===== src/rtl/counter_bank.sv =====
// counter_bank: NUM_CH independent up/down counters with programmable limits,
// wrap/saturate modes and registered wrap pulses. Optional macro COUNTER_BANK_CASCADE_EN
// chains wrap-mode carries/borrows from channel i-1 into channel i.
module counter_bank #(
  parameter int NUM_CH    = 4,
  parameter int CNT_WIDTH = 6,
  parameter int CNT_MAX   = 39,
  parameter int RST_VAL   = 0
) (
  input  logic                          clk,
  input  logic                          rst,
  input  logic [NUM_CH-1:0]             cnt_add_i,
  input  logic [NUM_CH-1:0]             cnt_sub_i,
  input  logic [NUM_CH-1:0]             cnt_set_i,
  input  logic [NUM_CH*CNT_WIDTH-1:0]   cnt_set_vector_i,
  input  logic [NUM_CH-1:0]             lim_wr_i,
  input  logic [NUM_CH*CNT_WIDTH-1:0]   lim_vector_i,
  input  logic [NUM_CH-1:0]             sat_mode_i,
  output logic [NUM_CH*CNT_WIDTH-1:0]   cnt_o,
  output logic [NUM_CH-1:0]             cnt_end_o,
  output logic [NUM_CH-1:0]             cnt_start_o,
  output logic [NUM_CH-1:0]             wrap_o
);

  localparam logic [CNT_WIDTH-1:0] LIM_RST = CNT_WIDTH'(CNT_MAX);
  localparam logic [CNT_WIDTH-1:0] CNT_RST = CNT_WIDTH'(RST_VAL);
  localparam logic [CNT_WIDTH-1:0] ONE     = CNT_WIDTH'(1);

  logic [CNT_WIDTH-1:0] cnt_q [NUM_CH];
  logic [CNT_WIDTH-1:0] lim_q [NUM_CH];
  logic [CNT_WIDTH-1:0] cnt_d [NUM_CH];
  logic [CNT_WIDTH-1:0] lim_d [NUM_CH];
  logic [NUM_CH-1:0]    wrap_q;
  logic [NUM_CH-1:0]    wrap_d;

  logic [CNT_WIDTH-1:0] set_val;
  logic [CNT_WIDTH-1:0] new_lim;
  logic                 add_eff;
  logic                 sub_eff;
`ifdef COUNTER_BANK_CASCADE_EN
  logic                 carry;
  logic                 borrow;
`endif

  // Channels are evaluated in index order so a carry/borrow ripples upward
  // through the whole chain within one cycle.
  always_comb begin
    set_val = '0;
    new_lim = '0;
    add_eff = 1'b0;
    sub_eff = 1'b0;
    wrap_d  = '0;
`ifdef COUNTER_BANK_CASCADE_EN
    carry   = 1'b0;
    borrow  = 1'b0;
`endif
    for (int i = 0; i < NUM_CH; i++) begin
      set_val  = cnt_set_vector_i[i*CNT_WIDTH +: CNT_WIDTH];
      new_lim  = lim_vector_i[i*CNT_WIDTH +: CNT_WIDTH];
      add_eff  = cnt_add_i[i];
      sub_eff  = cnt_sub_i[i];
`ifdef COUNTER_BANK_CASCADE_EN
      add_eff  = add_eff | carry;
      sub_eff  = sub_eff | borrow;
      carry    = 1'b0;
      borrow   = 1'b0;
`endif
      cnt_d[i] = cnt_q[i];
      lim_d[i] = lim_q[i];
      if (cnt_set_i[i]) begin
        cnt_d[i] = (set_val > lim_q[i]) ? lim_q[i] : set_val;
      end else if (add_eff && sub_eff) begin
        cnt_d[i] = cnt_q[i];
      end else if (add_eff) begin
        // >= also covers an out-of-range count left behind by a limit write
        if (cnt_q[i] >= lim_q[i]) begin
          wrap_d[i] = 1'b1;
          cnt_d[i]  = sat_mode_i[i] ? lim_q[i] : '0;
`ifdef COUNTER_BANK_CASCADE_EN
          carry     = ~sat_mode_i[i];
`endif
        end else begin
          cnt_d[i] = cnt_q[i] + ONE;
        end
      end else if (sub_eff) begin
        if (cnt_q[i] == '0) begin
          wrap_d[i] = 1'b1;
          cnt_d[i]  = sat_mode_i[i] ? '0 : lim_q[i];
`ifdef COUNTER_BANK_CASCADE_EN
          borrow    = ~sat_mode_i[i];
`endif
        end else begin
          cnt_d[i] = cnt_q[i] - ONE;
        end
      end
      // A limit write clamps whatever count was computed; the pulse still stands.
      if (lim_wr_i[i]) begin
        lim_d[i] = new_lim;
        if (cnt_d[i] > new_lim) cnt_d[i] = new_lim;
      end
    end
  end

  always_ff @(posedge clk or posedge rst) begin
    if (rst) begin
      for (int i = 0; i < NUM_CH; i++) begin
        cnt_q[i] <= CNT_RST;
        lim_q[i] <= LIM_RST;
      end
      wrap_q <= '0;
    end else begin
      for (int i = 0; i < NUM_CH; i++) begin
        cnt_q[i] <= cnt_d[i];
        lim_q[i] <= lim_d[i];
      end
      wrap_q <= wrap_d;
    end
  end

  always_comb begin
    cnt_o       = '0;
    cnt_end_o   = '0;
    cnt_start_o = '0;
    for (int i = 0; i < NUM_CH; i++) begin
      cnt_o[i*CNT_WIDTH +: CNT_WIDTH] = cnt_q[i];
      cnt_end_o[i]   = (cnt_q[i] == lim_q[i]);
      cnt_start_o[i] = (cnt_q[i] == '0);
    end
  end

  assign wrap_o = wrap_q;

endmodule


===== config.mk =====
export PLATFORM = sky130hd
export DESIGN_NAME = counter_bank
export DESIGN_NICKNAME = d
export VERILOG_FILES = /design/src/rtl/counter_bank.sv
export SDC_FILE = /design/constraint.sdc
export NUM_CORES = 1
export LEC_CHECK = 0
export CAP_MARGIN = 20
export CORE_MARGIN = 2
export CORE_UTILIZATION = 55
export DETAILED_ROUTE_END_ITERATION = 12
export PLACE_DENSITY = 0.82
export SLEW_MARGIN = 20
export SYNTH_ARGS = -nofsm -noshare
export SYNTH_HDL_FRONTEND = slang
export SYNTH_SLANG_ARGS = --single-unit

===== constraint.sdc =====
create_clock -name clk -period 3.9 [get_ports clk]
set_input_delay 0.39 -clock clk [delete_from_list [all_inputs] [get_ports clk]]
set_output_delay 0.39 -clock clk [all_outputs]
set_load 0.01 [all_outputs]

* Word level (Yosys, flattened, before mapping)
Cells that the tools add are included.
Operators by class: $lt $le $gt $ge 12, add/subtract/negate cells 8, mux-type cells 68, reductions and logical operators 8, equal/unequal tests 4
Operators with widths (count):
- $mux W6 | 44
- $gt A6 B6 Y1 | 8
- $add A6 B1 Y6 const B | 4
- $eq A6 B6 Y1 | 4
- $ge A6 B6 Y1 | 4
- $logic_not A6 Y1 | 4
- $mux W1 | 24
- $sub A6 B1 Y6 const B | 4
- $logic_and A1 B1 Y1 | 4
Storage, ports and cells: input bits 70, register bits after elaboration 52, word-level logic and storage cells 109, output and inout bits 36

* Longest topological paths before layout
depth after elaboration 9, depth in mapped cells 17

* Worst setup path after synthesis
Ideal clock, no wire load.
path kind register to register, from reg cnt_q (netlist bit cnt_o[12]), to reg cnt_q (netlist bit cnt_o[13]), slack 0.266 ns, arrival time 3.510 ns, stages on the path, launching flop included 14, data required time 3.775 ns, path buffers 1, period minus slack after synthesis 3.634 ns, cells stage by stage dfrtp_1 -> clkbuf_1 -> inv_1 -> ha_1 -> nand2b_1 -> a21o_1 -> a21oi_2 -> mux2_2 -> a311oi_1 -> ha_1 -> nand3_1 -> o21ai_0 -> nor2_1 -> mux2_2
RTL lines:
- from (decl) | line 29 | logic [CNT_WIDTH-1:0] cnt_q [NUM_CH];
- from (signal, indexed assignment) | line 113 | cnt_q[i] <= cnt_d[i];

==> flow_summary.toml <==
[route]
drtPass1Iterations = 5
wl_per_cell_um = 16.6
num_vias = 6898
vias_per_cell = 6.27
drc = 0
postRouteAntennaNets = 0
wirelength_mm = 18.3
drtIter0Drc = 754

[synthesis]
synth_most_common_cell = "ha_1"
synthTopCellsByCount = "ha_1, nand2_1, inv_1, o21ai_0, a21oi_1"
avgSynthCellArea_um2 = 7.97
ys_dominant_reg_cell = "dfrtp_1"
synth-edff-count = 0
synth_area_um2 = 6640
synthTopCellsByArea = "ha_1, dfrtp_1, dfstp_2, mux2_2, nand2_1"
yosysTopAreaCell = "ha_1"
ys_seq_area_frac = 0.199
synth.top_cell.area_share = 0.158
synthCells = 833
syn_nets = 987
ys_warn_count = 0
synthDistinctLibCells = 81
ys_ff_latch = 52
async_reset_ff_frac = 1.00

[clocking]
htree_levels = 2
clock_sinks = 52
root_buffer = "clkbuf_16"
cts_tree = "yes"
numCtsBuffers = 5
clk-insertion-delay-late_ns = 0.30
cts.clk_slew.worst_paths_ns = 0.07
clockBufferDepth = 2

[placed_design]
gp_congestion = 0.996
dp.cells = 1090
dp_hpwl_mm = 14.5
io_buffers = 105
dpl_worst_slack_ns = 0.00289
place_area_um2 = 8050

[pwr]
p_sw_frac = 0.428
power.share.sequential = 0.213
comb_power_share = 0.641
p_leak_nw = 3.59
power_w = 0.00394
clkPwrFrac = 0.146
internal_power_w = 0.00225
power_density_nw_per_um2 = 476
ir_drop_v = 0.000324
power_switching_w = 0.00169

[timing]
final_hold_viol_count = 0
setup_viol = 0
rsz0062_at_grt = "no"
fin_worst_skew_ns = 0.00388
maxSlewViolCount = 0
setup_ws_ns = 0.237
fin_crit_sh = 0.939
period_needed_ns = 3.66
maxSlewHeadroom = 0.594
tns_ns = 0
max_clock_freq_ghz = 0.273
worstMarginPinSlew_ns = 0.608

[global_route]
grt_pass1_wl_mm = 31.2
antenna_found_initial = 0
grt_usage = 0.290
grt_overflow = 0
grt_max_degree = 30
grt_pass1_vias = 6544

[die]
row_count = 40
core_area_um2 = 11900
dieArea_um2 = 13000
start_util = 0.557
die_w_um = 114
die_y_um = 114
pin_count = 106

[run_status]
status = "completed"

[setup_path]
cp_max_fo = 7
slowest_stage = "dfstp_2"
cp-end-kind = "flop"
crit_chain = "inv_1, ha_1, a21oi_1, o21ai_0, a21oi_2, buf_4, mux2_2, o41ai_2, ha_1, nand3_1, o21ai_0, nor2_2, mux2_2"
critPathArrivalTime_ns = 3.85
required_ns = 4.09
path_buf_inv = 2
start_kind = "flop"
cpPeakStageDelay_ns = 0.53
worstSetupPathType = "flop to flop"
cp_top_family = "compound AO/OA/AOI/OAI gates"

[finish]
fin_area_um2 = 8270
nets = 1107
area_growth_pct = 24.6
diodes = 0
layout-drive-gt1-share = 0.131
fin_cells = 1101

[job]
maxCapViolCount = 0

[hold_path]
min_path_type = "input pin to async pin"
-- layer usage --
| metal | track usage | vias to the layer above | part of all wire |
|---|---|---|---|
| li1 | - | 3361 | - |
| met1 | 0.385 | 3254 | 0.44 |
| met2 | 0.489 | 251 | 0.48 |
| met3 | 0.0526 | 32 | 0.061 |
| met4 | 0.0780 | 0 | 0.015 |
| met5 | 0 | - | 0 |
-- cells in the final DEF, fill, tap and decap left out, types with 7 or more instances in the layout --
master | netlist | final
clkdlybuf4s50_1 | 0 | 105
ha_1 | 84 | 84
nand2_1 | 73 | 73
inv_1 | 70 | 69
buf_4 | 0 | 49
o21ai_0 | 45 | 45
a21oi_1 | 42 | 42
nor2_1 | 37 | 36
dfrtp_1 | 36 | 36
nand3_1 | 31 | 31
nor3_1 | 28 | 28
mux2_2 | 27 | 27
nor2b_1 | 25 | 25
a31oi_1 | 21 | 21
mux2i_1 | 18 | 18
nand2b_1 | 17 | 17
dfstp_2 | 16 | 16
o211ai_1 | 13 | 13
a211oi_1 | 13 | 13
nand4_1 | 12 | 12
o21a_1 | 10 | 10
and4_1 | 8 | 8
xnor2_1 | 8 | 8
a21o_1 | 7 | 7
and3_1 | 8 | 7
a22oi_1 | 7 | 7
nand3b_1 | 7 | 7
o31ai_1 | 7 | 7
-- power groups by stage --
stage | registers [W] | clock network [W] | logic, W
after floorplan | 0.000873 | 0 | 0.00156
after CTS | 0.000835 | 0.000593 | 0.00246
after detailed placement | 0.000845 | 0 | 0.00245
final | 0.000838 | 0.000575 | 0.00252
after global placement | 0.000842 | 0 | 0.00240
after global routing | 0.000858 | 0.000606 | 0.00280
-- sequential cells by signal, summed over array words and instances, names as in the netlist --
register / cells
cnt_o: 24
wrap_o: 4
lim_q: 24
-- repair_timing --
| action | 4_1_cts | 5_1_grt |
|---|---|---|
| hold buffers | 0 | 0 |
| resized for setup | 0 | 4 |
| buffers inserted | 0 | 3 |
| setup endpoints to repair | 0 | 8 |
-- layout make-up --
type	instances	area, um^2
Timing Repair Buffer	154	1420
Multi-Input combinational cell	669	4890
Inverter	71	272
Clock buffer	6	129
Fill cell	992	3640
Sequential cell	52	1320
Tap cell	147	184
Clock inverter	2	60.1
-- cells by family (layout without fill, tap and decap cells) --
| kind of cell | Yosys count | after routing | share of synthesized area |
|---|---|---|---|
| simple gates | 280 | 280 | 0.223 |
| mux | 46 | 46 | 0.0746 |
| buf+inv | 112 | 233 | 0.0671 |
| fa+ha+maj | 85 | 85 | 0.160 |
| flops | 52 | 52 | 0.199 |
| xor+xnor | 12 | 12 | 0.0158 |
| compound gates | 246 | 246 | 0.261 |
-- through the flow --
step	util	hold slack [ns]
floorplan	-	0.499
global placement	0.675	0.566
detailed placement	0.675	0.579
CTS	0.691	0.516
global route	0.695	0.565
finish	0.695	0.500
-- final timing paths --
check / from / end / slack, ns / depth (start not counted)
min in group clk: lim_q[2] / lim_q[2] / 0.59 / 2
max: lim_q[11] / cnt_o[17] / 0.24 / 13
min: rst / wrap_o[0] / 0.50 / 2
max reg2reg: lim_q[11] / cnt_o[17] / 0.24 / 13
min reg2reg: lim_q[2] / lim_q[2] / 0.59 / 2
max in group asynchronous: rst / lim_q[6] / 2.59 / 3
(Power assumes the default switching activity.)
